--- src/rtl/alu_rs_pkg.sv ---
// Shared types and default sizing for the integer ALU reservation station.
package alu_rs_pkg;

    localparam int RS_XLEN  = 32;
    localparam int RS_TAG_W = 6;
    localparam int RS_DEPTH = 8;

    typedef struct packed {
        logic                valid;
        logic [3:0]          alu_op;
        logic [RS_TAG_W-1:0] rob_tag;
        logic                src1_rdy;
        logic [RS_TAG_W-1:0] src1_tag;
        logic [RS_XLEN-1:0]  src1_val;
        logic                src2_rdy;
        logic [RS_TAG_W-1:0] src2_tag;
        logic [RS_XLEN-1:0]  src2_val;
    } rs_entry_t;

endpackage

--- src/rtl/alu_rs_age_select.sv ---
// Oldest-candidate picker: one-hot grant of the candidate no other candidate is older than.
module alu_rs_age_select #(
    parameter int DEPTH = 8
) (
    input  logic [DEPTH-1:0]            cand,
    input  logic [DEPTH-1:0][DEPTH-1:0] older,   // older[i][j]: entry i dispatched before entry j
    output logic [DEPTH-1:0]            grant
);

    for (genvar gi = 0; gi < DEPTH; gi++) begin : g_row
        logic [DEPTH-1:0] beaten;
        for (genvar gj = 0; gj < DEPTH; gj++) begin : g_col
            assign beaten[gj] = (gi != gj) && cand[gj] && older[gj][gi];
        end
        assign grant[gi] = cand[gi] && !(|beaten);
    end

endmodule

--- src/rtl/alu_rs.sv ---
// Integer ALU reservation station with CDB wakeup and oldest-first issue.
// ALU_RS_FAST_WAKEUP_EN: a source matching this cycle's CDB counts as ready for select.
module alu_rs
    import alu_rs_pkg::*;
#(
    parameter int XLEN  = RS_XLEN,
    parameter int DEPTH = RS_DEPTH,
    parameter int TAG_W = RS_TAG_W
) (
    input  logic                     clk,
    input  logic                     rst_n,
    input  logic                     flush,
    input  logic                     dispatch_valid,
    output logic                     dispatch_ready,
    input  logic [3:0]               dispatch_alu_op,
    input  logic [TAG_W-1:0]         dispatch_rob_tag,
    input  logic                     dispatch_src1_rdy,
    input  logic                     dispatch_src2_rdy,
    input  logic [TAG_W-1:0]         dispatch_src1_tag,
    input  logic [TAG_W-1:0]         dispatch_src2_tag,
    input  logic [XLEN-1:0]          dispatch_src1_val,
    input  logic [XLEN-1:0]          dispatch_src2_val,
    input  logic                     cdb_valid,
    input  logic [TAG_W-1:0]         cdb_tag,
    input  logic [XLEN-1:0]          cdb_value,
    output logic                     issue_valid,
    output logic [3:0]               issue_alu_op,
    output logic [XLEN-1:0]          issue_operand1,
    output logic [XLEN-1:0]          issue_operand2,
    output logic [TAG_W-1:0]         issue_rob_tag,
    output logic [$clog2(DEPTH):0]   occupancy
);

    localparam int IDX_W = $clog2(DEPTH);

    logic [DEPTH-1:0]            ent_valid, wake1, wake2, cand, grant, alloc_oh;
    logic [DEPTH-1:0][DEPTH-1:0] older;
    logic [DEPTH-1:0][3:0]       ent_op;
    logic [DEPTH-1:0][TAG_W-1:0] ent_rob;
    logic [DEPTH-1:0][XLEN-1:0]  op1_fwd, op2_fwd;
    logic [IDX_W-1:0]            alloc_idx;
    logic                        dispatch_fire;
    rs_entry_t                   new_entry;
    logic [3:0]                  sel_op;
    logic [TAG_W-1:0]            sel_rob;
    logic [XLEN-1:0]             sel_op1, sel_op2;

    assign dispatch_ready = !(&ent_valid);
    assign dispatch_fire  = dispatch_valid && dispatch_ready && !flush;

    always_comb begin
        alloc_idx = '0;
        alloc_oh  = '0;
        for (int i = DEPTH - 1; i >= 0; i--) begin
            if (!ent_valid[i]) alloc_idx = IDX_W'(i);
        end
        alloc_oh[alloc_idx] = dispatch_fire;
    end

    always_comb begin
        occupancy = '0;
        for (int i = 0; i < DEPTH; i++) begin
            occupancy = occupancy + {{IDX_W{1'b0}}, ent_valid[i]};
        end
    end

    // A broadcast arriving in the dispatch cycle is captured directly into the new entry.
    always_comb begin
        new_entry          = '0;
        new_entry.valid    = 1'b1;
        new_entry.alu_op   = dispatch_alu_op;
        new_entry.rob_tag  = dispatch_rob_tag;
        new_entry.src1_tag = dispatch_src1_tag;
        new_entry.src2_tag = dispatch_src2_tag;
        new_entry.src1_rdy = dispatch_src1_rdy || (cdb_valid && cdb_tag == dispatch_src1_tag);
        new_entry.src2_rdy = dispatch_src2_rdy || (cdb_valid && cdb_tag == dispatch_src2_tag);
        new_entry.src1_val = dispatch_src1_rdy ? dispatch_src1_val : cdb_value;
        new_entry.src2_val = dispatch_src2_rdy ? dispatch_src2_val : cdb_value;
    end

    for (genvar gi = 0; gi < DEPTH; gi++) begin : g_ent
        rs_entry_t        ent_reg;
        logic [DEPTH-1:0] older_reg;

        assign ent_valid[gi] = ent_reg.valid;
        assign ent_op[gi]    = ent_reg.alu_op;
        assign ent_rob[gi]   = ent_reg.rob_tag;
        assign older[gi]     = older_reg;
        assign wake1[gi] = cdb_valid && ent_reg.valid && !ent_reg.src1_rdy && (ent_reg.src1_tag == cdb_tag);
        assign wake2[gi] = cdb_valid && ent_reg.valid && !ent_reg.src2_rdy && (ent_reg.src2_tag == cdb_tag);

`ifdef ALU_RS_FAST_WAKEUP_EN
        assign cand[gi]    = ent_reg.valid && (ent_reg.src1_rdy || wake1[gi]) && (ent_reg.src2_rdy || wake2[gi]);
        assign op1_fwd[gi] = ent_reg.src1_rdy ? ent_reg.src1_val : cdb_value;
        assign op2_fwd[gi] = ent_reg.src2_rdy ? ent_reg.src2_val : cdb_value;
`else
        assign cand[gi]    = ent_reg.valid && ent_reg.src1_rdy && ent_reg.src2_rdy;
        assign op1_fwd[gi] = ent_reg.src1_val;
        assign op2_fwd[gi] = ent_reg.src2_val;
`endif

        always_ff @(posedge clk or negedge rst_n) begin
            if (!rst_n) begin
                ent_reg <= '0;
            end else if (flush) begin
                ent_reg.valid <= 1'b0;
            end else if (alloc_oh[gi]) begin
                ent_reg <= new_entry;
            end else begin
                if (grant[gi]) ent_reg.valid <= 1'b0;
                if (wake1[gi]) begin
                    ent_reg.src1_rdy <= 1'b1;
                    ent_reg.src1_val <= cdb_value;
                end
                if (wake2[gi]) begin
                    ent_reg.src2_rdy <= 1'b1;
                    ent_reg.src2_val <= cdb_value;
                end
            end
        end

        // New arrival is older than nobody; every live entry becomes older than it.
        always_ff @(posedge clk or negedge rst_n) begin
            if (!rst_n) begin
                older_reg <= '0;
            end else if (dispatch_fire) begin
                if (alloc_oh[gi]) older_reg <= '0;
                else              older_reg[alloc_idx] <= ent_reg.valid;
            end
        end
    end

    alu_rs_age_select #(.DEPTH(DEPTH)) u_age_select (
        .cand  (cand),
        .older (older),
        .grant (grant)
    );

    always_comb begin
        sel_op  = '0;
        sel_rob = '0;
        sel_op1 = '0;
        sel_op2 = '0;
        for (int i = 0; i < DEPTH; i++) begin
            if (grant[i]) begin
                sel_op  = ent_op[i];
                sel_rob = ent_rob[i];
                sel_op1 = op1_fwd[i];
                sel_op2 = op2_fwd[i];
            end
        end
    end

    always_ff @(posedge clk or negedge rst_n) begin
        if (!rst_n) begin
            issue_valid    <= 1'b0;
            issue_alu_op   <= '0;
            issue_rob_tag  <= '0;
            issue_operand1 <= '0;
            issue_operand2 <= '0;
        end else if (flush) begin
            issue_valid <= 1'b0;
        end else begin
            issue_valid <= |grant;
            if (|grant) begin
                issue_alu_op   <= sel_op;
                issue_rob_tag  <= sel_rob;
                issue_operand1 <= sel_op1;
                issue_operand2 <= sel_op2;
            end
        end
    end

endmodule
--- config.mk ---
export PLATFORM = sky130hd
export DESIGN_NAME = alu_rs
export DESIGN_NICKNAME = d
export VERILOG_FILES = /design/src/rtl/alu_rs_pkg.sv /design/src/rtl/alu_rs_age_select.sv /design/src/rtl/alu_rs.sv
export SDC_FILE = /design/constraint.sdc
export NUM_CORES = 2
export LEC_CHECK = 0
export CORE_UTILIZATION = 30
export CTS_CLUSTER_DIAMETER = 100
export CTS_CLUSTER_SIZE = 8
export DETAILED_ROUTE_END_ITERATION = 8
export GPL_ROUTABILITY_DRIVEN = 0
export GPL_TIMING_DRIVEN = 0
export HOLD_SLACK_MARGIN = 0.12
export PLACE_DENSITY = 0.41
export SLEW_MARGIN = 10
export SYNTH_ARGS = -nofsm -noshare
export SYNTH_HDL_FRONTEND = slang
export SYNTH_SLANG_ARGS = --single-unit
--- constraint.sdc ---
create_clock -name clk -period 9.85 [get_ports clk]
set_clock_uncertainty 0.15 [all_clocks]
set_input_delay 2.4625 -clock clk [delete_from_list [all_inputs] [get_ports clk]]
set_output_delay 2.4625 -clock clk [all_outputs]
set_load 0.02 [all_outputs]
==> flow_summary.rst <==
.. list-table::
   :header-rows: 1

   * - Metric
     - Value
   * - Multi-input gate area in the final layout
     - 21200 sq um
   * - Count of flip-flops with a built-in enable after synthesis
     - 0
   * - Met1 track demand over resource
     - 41.1%
   * - Total routing usage reported by global routing
     - 29.1%
   * - Number of cell rows
     - 141
   * - Cell class contributing the biggest share of worst-path delay
     - adder cells
   * - Critical register-to-register path startpoint
     - ent_valid[3]
   * - Register bit total from synthesis
     - 843
   * - Proportion of netlist area held by the largest area contributor
     - 47.3%
   * - Class of the worst hold path
     - register to register
   * - Cts bufs inserted
     - 116
   * - Flip-flop cell with the highest count after synthesis
     - sky130_fd_sc_hd__dfrtp_1
   * - Maximum number of pins on one net before global-route repair
     - 139
   * - Cell accounting for the most synthesized area
     - sky130_fd_sc_hd__dfrtp_1
   * - Most instantiated library cell after synthesis
     - sky130_fd_sc_hd__nand2_1
   * - Residual overflow from global routing
     - 0
   * - Post-route clock period utilization
     - 71.2%
   * - Setup crit start
     - ent_valid[1]
   * - CP max-delay cell
     - sky130_fd_sc_hd__dfrtp_1
   * - Routed Wire Length
     - 221000 um
   * - Number of instances resized during post-cts repair
     - 0
   * - Fmax
     - 143 MHz
   * - Number of vias in the routed layout
     - 40000
   * - Number of max-slew violations in the final report
     - 0
   * - Register-to-Register Setup Slack
     - 4.70 ns
   * - Async S/R FF share, synth
     - 100%
   * - Synthesis-to-finish area growth
     - 16.9%
   * - Floorplan Core Area
     - 148000 sq um
   * - Final setup viols
     - 0
   * - Die Wd
     - 388 um
   * - Time the worst path needs with I/O delays and setup
     - 7.02 ns
   * - Average instance area after synthesis
     - 8.92 sq um
   * - Worst setup endpoint
     - occupancy[2]
   * - Floorplan die area
     - 150000 sq um
   * - Most used standard cells in the synthesized netlist
     - sky130_fd_sc_hd__nand2_1 (1069), sky130_fd_sc_hd__dfrtp_1 (843), sky130_fd_sc_hd__o21ai_0 (602), sky130_fd_sc_hd__nor2_1 (486), sky130_fd_sc_hd__mux2_2 (449)
   * - Setup repair after global routing missed its margin
     - no
   * - Post-synthesis net count
     - 5138
   * - Number of buffers inserted by port buffering
     - 178
   * - Cell with the most instances on the worst path
     - sky130_fd_sc_hd__fa_1
   * - Slew of the pin with the lowest slew margin
     - 1.35 ns
   * - Highest net fanout along the worst path
     - 10
   * - Post-synthesis cell type count
     - 56
   * - Synth warn
     - 0
   * - First-pass iteration count of the detailed router
     - 5
   * - Endpoint of the most critical register-to-register path
     - issue_operand1[17]
   * - Aggregate negative setup slack
     - 0 ns
   * - Total number of clock tree sinks
     - 843
   * - Post-DP HPWL
     - 156000 um
   * - Flip-flop count of the largest register, all copies and words added
     - 624
   * - Startpoint Class
     - register
   * - Post-CTS clock slew at the launch and capture registers of the worst setup and hold paths
     - 0.05 ns
   * - Total number of H-tree levels
     - 3
   * - Leakage dissipation
     - 24.2 nW
   * - Worst voltage drop across the vdd grid
     - 160 uV
   * - WP data arrival
     - 4.40 ns
   * - Total of max-cap violations
     - 0
   * - Stages on the worst setup path
     - 10
   * - Global routing met2 resource utilization
     - 44.3%
   * - Final-layout fill cell count
     - 15500
   * - Number of hold buffers added after cts
     - 0
   * - Die Ht
     - 388 um
   * - Share of final-layout standard cells stronger than drive strength 1
     - 14.1%
   * - Placement-stage worst setup slack
     - 3.12 ns
   * - Max-slew headroom at the worst pin
     - 9.97%
   * - Worst R2R Path Depth
     - 9
   * - Routing usage on met3
     - 4.28%
   * - Average wire per standard cell
     - 30.4 um
   * - DRC viols
     - 0
   * - Synthesized area
     - 44600 sq um
   * - Sum of buffers and inverters on the critical path
     - 4
   * - Number of antenna violations at the first check in global routing
     - 8
   * - Top Usage Layer GRT
     - met2
   * - Via count of the first global-routing pass
     - 40100
   * - Initial core utilization
     - 30.2%
   * - Clock insertion delay at the later pin of the skew report
     - 0.77 ns
   * - Global-route wire length before repair
     - 312000 um
   * - Root buffer cell
     - sky130_fd_sc_hd__clkbuf_16
   * - Nets@finish
     - 5444
   * - Largest cells by area after synthesis
     - sky130_fd_sc_hd__dfrtp_1 (47%), sky130_fd_sc_hd__mux2_2 (11%), sky130_fd_sc_hd__nand2_1 (9.0%)
   * - Areal power density over the cells
     - 196 nW/um^2
   * - Least setup slack across all paths after layout
     - 2.83 ns
   * - Crit path largest cell delay
     - 0.70 ns
   * - Outcome
     - finished, final reports clean
   * - Cells along the critical path
     - fa_1 > inv_1 > fa_1 > fa_1 > inv_1 > ha_1 > inv_1 > fa_1 > xnor2_1 > clkdlybuf4s50_1
   * - Register area
     - 21100 sq um
   * - Category of the critical setup timing path
     - register to primary output
   * - Maximum buffer depth of the clock tree
     - 3
   * - CP required
     - 7.24 ns
   * - Average vias per placed instance
     - 5.52
   * - Number of hold-slack violations in the final timing report
     - 0
   * - Cells after synthesis
     - 4999
   * - Number of top-level design ports
     - 211
   * - Setup crit end kind
     - primary output
   * - Sequential fraction of the synthesis area
     - 47.3%
   * - Clock tree from TritonCTS
     - yes
   * - Post-route antenna net violation count
     - 0
   * - Starting DRC count in detailed routing
     - 4106
   * - Number of buffers inserted by post-CTS setup repair
     - 0
-- power by group --
part	total [mW]	leakage, nW	switching, mW	internal, mW
logic	2.04	11.5	1.21	0.832
clock network	3.75	1.50	1.67	2.09
registers	4.42	11.2	0.379	4.04
total	10.2	24.2	3.25	6.96
-- cell type report --
| cell class | count | share of cell area (%) |
|---|---|---|
| antenna | 7 | 0.0336 |
| clock buffer | 116 | 5.57 |
| buffer | 448 | 3.65 |
| timing repair buffer | 188 | 3.91 |
| multi-input combinational | 3604 | 40.7 |
| sequential | 843 | 40.4 |
| clock inverter | 9 | 0.283 |
| tap | 1930 | 4.63 |
| inverter | 104 | 0.748 |
-- per-layer routing --
| layer | vias up | wire length (um) |
|---|---|---|
| li1 | 17700 | - |
| met1 | 20500 | 100000 |
| met2 | 1499 | 96800 |
| met3 | 354 | 14700 |
| met4 | 0 | 8890 |
| met5 | - | 0 |
-- per-stage QoR --
step / util [%] / std cells / power [mW] / hold WS (ns) / instance area (sq um)
2_1_floorplan: - / 4999 / 5.48 / 0.280 / 44600
3_3_place_gp: 33.1 / 7107 / 6.50 / 0.297 / 48800
3_5_place_dp: 33.2 / 7117 / 6.50 / 0.297 / 49100
4_1_cts: 35.3 / 7242 / 10.3 / 0.310 / 52100
5_1_grt: 35.3 / 7242 / 10.6 / 0.335 / 52100
6_report: 35.3 / 7249 / 10.2 / 0.304 / 52200
-- placed cells by master, fill, tap and decap left out, types with 116 or more instances in the layout --
master and count:
sky130_fd_sc_hd__nand2_1 1069, sky130_fd_sc_hd__dfrtp_1 843, sky130_fd_sc_hd__o21ai_0 602, sky130_fd_sc_hd__nor2_1 483, sky130_fd_sc_hd__mux2_2 449, sky130_fd_sc_hd__clkbuf_1 266
sky130_fd_sc_hd__clkdlybuf4s50_1 177, sky130_fd_sc_hd__a31oi_1 147, sky130_fd_sc_hd__buf_2 130, sky130_fd_sc_hd__mux2i_1 128, sky130_fd_sc_hd__clkbuf_16 116
-- worst reg2reg max path, delay by kind of cell, from the launching register on --
| family | cells | cell delay (ns) |
|---|---|---|
| AOI/OAI and AO/OA | 2 | 1.21 |
| DFF | 1 | 0.45 |
| and+or+nand+nor | 3 | 0.96 |
| buffers and inverters | 4 | 2.25 |
-- cell families (layout without fill, tap and decap cells) --
group / count (synthesis) / after routing / share of synthesized area (%)
and+or+nand+nor: 1915 / 1915 / 17.7
DFF: 843 / 843 / 47.3
buffers and inverters: 552 / 865 / 5.13
xor gates and xnor gates: 109 / 109 / 2.14
AOI/OAI and AO/OA: 995 / 995 / 13.2
other: 0 / 7 / 0
muxes: 577 / 577 / 14.2
adders and majority gates: 8 / 8 / 0.292
-- how the worst min path moves through the flow --
stage / slack [ns] / start / depth (start not counted) / endpoint
after floorplan: 0.28 / ent_op[30] / 2 / ent_op[30]
after global placement: 0.30 / ent_op[30] / 2 / ent_op[30]
final: 0.30 / ent_op[30] / 2 / ent_op[30]
after CTS: 0.31 / ent_op[30] / 2 / ent_op[30]
after detailed placement: 0.30 / ent_op[30] / 2 / ent_op[30]
after global routing: 0.34 / ent_rob[37] / 2 / ent_rob[37]
No activity file was read; power rests on OpenSTA's default activity.
